### config.mk
export PLATFORM = sky130hd
export DESIGN_NAME = s2p_collector_flat
export DESIGN_NICKNAME = d
export VERILOG_FILES = /design/src/rtl/s2p_collector_if.sv /design/src/rtl/s2p_collector.sv /design/src/flat_wrapper.sv
export SDC_FILE = /design/constraint.sdc
export NUM_CORES = 1
export LEC_CHECK = 0
export CORE_MARGIN = 1.5
export CORE_UTILIZATION = 50
export DETAILED_ROUTE_END_ITERATION = 12
export GPL_TIMING_DRIVEN = 0
export PLACE_DENSITY = 0.77
export SLEW_MARGIN = 20
export SYNTH_ARGS = -nofsm -noshare
export SYNTH_HDL_FRONTEND = slang
export SYNTH_SLANG_ARGS = --single-unit
### constraint.sdc
create_clock -name i_clk -period 2.1 [get_ports i_clk]
set_clock_uncertainty 0.2 [all_clocks]
set_input_delay 0.42 -clock i_clk [delete_from_list [all_inputs] [get_ports i_clk]]
set_output_delay 0.42 -clock i_clk [all_outputs]
set_load 0.02 [all_outputs]
### src/rtl/s2p_collector_if.sv
// Bus between the serial source and the s2p_collector, plus its outputs.
// Handshake: a serial bit moves on every rising clock edge where i_dv=1. There is
// no ready signal, so the collector accepts every valid bit. On the output side,
// o_dv is a one-cycle pulse with no backpressure. o_data stays valid until the
// next o_dv.
interface s2p_collector_if #(
    parameter int WORD_SIZE = 7,
    parameter int CNT_WIDTH = 16
) ();
    logic                 i_data;
    logic                 i_dv;
    logic [WORD_SIZE-1:0] o_data;
    logic                 o_dv;
    logic                 o_err;
    logic [CNT_WIDTH-1:0] o_word_cnt;
    logic                 o_dbg_collect;   // FSM state: 1 = COLLECT, 0 = IDLE

    modport master (
        output i_data, i_dv,
        input  o_data, o_dv, o_err, o_word_cnt, o_dbg_collect
    );

    modport slave (
        input  i_data, i_dv,
        output o_data, o_dv, o_err, o_word_cnt, o_dbg_collect
    );
endinterface

### src/rtl/s2p_collector.sv
// Serial-to-parallel collector. It rebuilds WORD_SIZE-bit words from an LSB-first
// bit burst. A completed word is flagged with a one-cycle o_dv pulse. A burst that
// stops part-way through a word is discarded and flagged with a one-cycle o_err pulse.
module s2p_collector #(
    parameter int WORD_SIZE = 7,
    parameter int CNT_WIDTH = 16
) (
    input  logic              i_clk,
    input  logic              i_rst_n,
    s2p_collector_if.slave    bus
);
    localparam int BW = $clog2(WORD_SIZE) + 1;
    localparam logic [BW-1:0] LAST_BIT = BW'(WORD_SIZE - 1);

    typedef enum logic {IDLE = 1'b0, COLLECT = 1'b1} state_t;

    state_t               state_q, state_d;
    logic [BW-1:0]        bcnt_q, bcnt_d;
    logic [WORD_SIZE-1:0] sr_q, sr_d;
    logic [WORD_SIZE-1:0] data_q, data_d;
    logic                 dv_q, dv_d;
    logic                 err_q, err_d;
    logic [CNT_WIDTH-1:0] cnt_q, cnt_d;
    logic [WORD_SIZE-1:0] sr_shift;

    // The new bit enters at the MSB, so the first bit received ends up at bit 0.
    assign sr_shift = {bus.i_data, sr_q[WORD_SIZE-1:1]};

    // Next-state logic: word assembly, completion and truncation detection.
    always_comb begin
        state_d = state_q;
        bcnt_d  = bcnt_q;
        sr_d    = sr_q;
        data_d  = data_q;
        dv_d    = 1'b0;
        err_d   = 1'b0;
        cnt_d   = cnt_q;
        case (state_q)
            IDLE: begin
                if (bus.i_dv) begin
                    sr_d    = sr_shift;
                    bcnt_d  = BW'(1);
                    state_d = COLLECT;
                end
            end
            COLLECT: begin
                if (bus.i_dv) begin
                    sr_d = sr_shift;
                    if (bcnt_q == LAST_BIT) begin
                        // The final bit goes straight to the output register. Returning
                        // to IDLE lets a following bit start the next word with no gap.
                        data_d  = sr_shift;
                        dv_d    = 1'b1;
                        cnt_d   = cnt_q + 1'b1;
                        bcnt_d  = '0;
                        state_d = IDLE;
                    end else begin
                        bcnt_d = bcnt_q + 1'b1;
                    end
                end else begin
                    // A gap in the middle of a word discards the partial word.
                    err_d   = 1'b1;
                    bcnt_d  = '0;
                    sr_d    = '0;
                    state_d = IDLE;
                end
            end
            default: state_d = IDLE;
        endcase
    end

    // State and output registers, cleared asynchronously by reset.
    always_ff @(posedge i_clk or negedge i_rst_n) begin
        if (!i_rst_n) begin
            state_q <= IDLE;
            bcnt_q  <= '0;
            sr_q    <= '0;
            data_q  <= '0;
            dv_q    <= 1'b0;
            err_q   <= 1'b0;
            cnt_q   <= '0;
        end else begin
            state_q <= state_d;
            bcnt_q  <= bcnt_d;
            sr_q    <= sr_d;
            data_q  <= data_d;
            dv_q    <= dv_d;
            err_q   <= err_d;
            cnt_q   <= cnt_d;
        end
    end

    assign bus.o_data        = data_q;
    assign bus.o_dv          = dv_q;
    assign bus.o_err         = err_q;
    assign bus.o_word_cnt    = cnt_q;
    assign bus.o_dbg_collect = (state_q == COLLECT);
endmodule

### src/flat_wrapper.sv
// flat-port wrapper written by rule: the top's interface ports become plain ports
module s2p_collector_flat 
#(
    parameter int WORD_SIZE = 7,
    parameter int CNT_WIDTH = 16
)
  (i_clk, i_rst_n, bus_i_data, bus_i_dv, bus_o_data, bus_o_dv, bus_o_err, bus_o_word_cnt, bus_o_dbg_collect);
  s2p_collector_if #(.WORD_SIZE(WORD_SIZE), .CNT_WIDTH(CNT_WIDTH)) bus_i ();
  input  logic i_clk;
  input  logic i_rst_n;
  input wire logic [$bits(bus_i.i_data)-1:0] bus_i_data;
  input wire logic [$bits(bus_i.i_dv)-1:0] bus_i_dv;
  output wire logic [$bits(bus_i.o_data)-1:0] bus_o_data;
  output wire logic [$bits(bus_i.o_dv)-1:0] bus_o_dv;
  output wire logic [$bits(bus_i.o_err)-1:0] bus_o_err;
  output wire logic [$bits(bus_i.o_word_cnt)-1:0] bus_o_word_cnt;
  output wire logic [$bits(bus_i.o_dbg_collect)-1:0] bus_o_dbg_collect;
  assign bus_i.i_data = bus_i_data;
  assign bus_i.i_dv = bus_i_dv;
  assign bus_o_data = bus_i.o_data;
  assign bus_o_dv = bus_i.o_dv;
  assign bus_o_err = bus_i.o_err;
  assign bus_o_word_cnt = bus_i.o_word_cnt;
  assign bus_o_dbg_collect = bus_i.o_dbg_collect;
  s2p_collector #(.WORD_SIZE(WORD_SIZE), .CNT_WIDTH(CNT_WIDTH)) u_core (.i_clk(i_clk), .i_rst_n(i_rst_n), .bus(bus_i));
endmodule
==> run metrics <==
outcome completed; Post-Synthesis Cells 134; worst-skew pair later-pin latency 0.32 ns; dpl hpwl 2080 µm; vias about 1100; Max VDD drop 0.350 mV; Synth Area in Adders 0.0240; Post-Syn Area 1560 µm²; YS warnings 0; largest net degree at the start of global routing 31; Area growth syn-to-layout 26.5%; Area after DPL 1900 µm²; delay-heaviest family, CP buffers and inverters; main combinational cell family by area after synthesis simple AND/OR/NAND/NOR gates; Final GP Congestion 0.796; CTS tree built; Crit Path Class register to primary output; Hold Startpoint bus_i_dv; WL per Instance between 10 and 15 µm; number of port buffers 28; Final setup viols 0; length in cells of the worst reg-to-reg path 8; RSZ-0062 raised after global routing no; CP endpoint kind primary output; hold endpoint u_core.bcnt_q[2]; wire length after detailed routing about 2800 µm; r2r startpoint u_core.bcnt_q[0]; root buffer cell clkbuf_4; Rel. slew slack 0.614; die boundary width 58.9 µm; IO Count 30; worst hold slack between 0.2 and 0.25 ns; TritonCTS sink count 36; Period Utilization, post-route 0.968; fin nets about 180; critical path cell sequence clkdlybuf4s50_1; crit path launch type register; ys flop type dfrtp_1; Synth Net Count 141; crit path time final 2.03 ns; EDFF count, synth 0; Least-Margin Pin Slew 0.576 ns; clock-pin slew on the worst setup and hold paths around 0.10 ns; H-tree depth 2; R2R Path End u_core.bus.o_word_cnt[3]; ANT cells 0; Mean Syn Cell Area between 10 and 15 µm²; max-capacitance violation count 0; layout cell share with drive strength beyond 1 0.122; Overall Global Routing Usage 0.193; Initial DRC Count 28; post-synthesis xor/xnor area fraction 0.0897; post-synthesis mux area share 0; Simple-Gate Fraction of Synth Area 0.229; vias per cell 5.30; Synth Register Bits 36; initial antenna violation count 0; GRT overflow 0; asr flop ratio synth 1.00; Util after Layout 0.658; post-route ant nets 0; Seq/Total Area, Yosys 0.577; first-pass GRT wire length 5060 µm; WP data arrival 1.41 ns; drt drc 0; Cell variety after synth 29; slowest stage delay, CP 0.64 ns; drt pass-1 iters 4; Synth Area in Compound Gates 0.0569; Min-Delay Path Class primary input to register; number of global-route vias before repair 1178; top fanout value on the critical path 5; Slowest cell on crit path clkdlybuf4s50_1; Num CTS Buffers 5; Leak Pwr 1.05 nW; Crit path required time between 1 and 1.5 ns; Placeable Area between 3000 and 4000 µm²; row count 20; clk buf depth 2; worst hold stages 3; Starting Density 0.520; WP buf/inv 1; final hold viol count 0; P per Cell Area 611 nW/µm²; Slew Limit Fails 0; Reg2Reg Setup Slack ~0.19 ns; cell area after layout slightly below 2000 µm²; die area roughly 3500 µm²; maximum clock frequency 492 MHz; DIE HEIGHT 58.9 µm; postcts setup bufs 0
## synth_stat cells, drive strengths merged (2+ instances only)
master / count / share of area
dfrtp: 36 / 0.58
nand2: 32 / 0.077
xnor2: 10 / 0.056
nand3: 8 / 0.034
a22o: 7 / 0.039
xor2: 6 / 0.034
nand4: 4 / 0.024
nor2: 4 / 0.0096
and3: 3 / 0.012
buf: 3 / 0.015
ha: 3 / 0.024
o21ai: 3 / 0.0096
nor3: 2 / 0.0064
nor4: 2 / 0.027
## cell usage in the layout (no fill, tap or decap), drive strengths merged, types with 2 or more instances in the layout
cell / instances
dfrtp: 36
nand2: 32
clkdlybuf4s50: 23
xnor2: 10
nand3: 8
a22o: 7
clkbuf: 7
xor2: 6
buf: 5
nor2: 4
nand4: 4
clkinv: 3
and3: 3
o21ai: 3
ha: 3
dlymetal6s2s: 3
nor4: 2
nor3: 2
## worst max-delay path by stage
stage	to	cells past startpoint	from
after floorplan	u_core.bus.o_word_cnt[3]	8	u_core.bcnt_q[0]
after global placement	u_core.bus.o_data[5]	1	i_rst_n
after detailed placement	u_core.bus.o_word_cnt[3]	8	u_core.bcnt_q[0]
after CTS	bus_o_word_cnt[2]	1	u_core.bus.o_word_cnt[2]
after global routing	bus_o_word_cnt[3]	1	u_core.bus.o_word_cnt[3]
final	bus_o_word_cnt[3]	1	u_core.bus.o_word_cnt[3]
## flip-flops by register name, indices dropped and copies added (netlist names)
register,count
u_core.bus.o_data,7
u_core.bus.o_word_cnt,16
u_core.sr_q,6
u_core.bcnt_q,4
u_core.bus.o_dv,1
u_core.bus.o_err,1
u_core.bus.o_dbg_collect,1
## what timing repair did
| item | in CTS | in global routing |
|---|---|---|
| gates cloned | 0 | 0 |
| endpoints found under the hold margin | 36 | 0 |
| hold buffers | 1 | 0 |
| setup endpoints to repair | 1 | 3 |
| resized for setup | 1 | 3 |
## power breakdown
group	total [mW]	internal [mW]	switching, mW
combinational	0.0939	0.0414	0.0525
clock	0.378	0.159	0.219
sequential	0.735	0.713	0.0218
total	1.21	0.914	0.293
## routing by layer
layer / GRT usage / part of all wire / vias to the layer above / wire length (µm)
li1: - / - / 524 / -
met1: 0.238 / 0.44 / 529 / 1240
met3: 0.0527 / 0.040 / 2 / 113
met5: 0 / 0 / - / 0
met2: 0.319 / 0.51 / 32 / 1420
met4: 0.0812 / 0.0061 / 0 / 17
## per-stage QoR
stage	TNS (ns)	setup WS, ns	total power [mW]	instances
5_1_grt	0	0.00963	1.27	205
3_3_place_gp	-10.95	-0.305	0.833	195
3_5_place_dp	0	0.188	0.844	196
2_1_floorplan	0	0.342	0.794	134
4_1_cts	0	0.00862	1.23	205
6_report	0	0.0679	1.21	205
## cells by family (layout without fill, tap and decap cells)
group                    Yosys count  count (layout)
adder cells (fa/ha/maj)            3               3
buffers and inverters              6              44
flip-flops                        36              36
AND/OR/NAND/NOR                   61              61
XOR/XNOR                          16              16
AO/OA/AOI/OAI                     12              12
## cell type report
cell class,instances,area [µm²]
Inverter,2,8.76
Clock buffer,6,51.3
Fill cell,237,1030
Timing Repair Buffer,30,312
Sequential cell,36,901
Tap cell,33,41.3
Buffer,4,27.5
Clock inverter,2,10.0
Multi-Input combinational cell,92,624
Note: power is estimated with default switching activity, not from simulation.
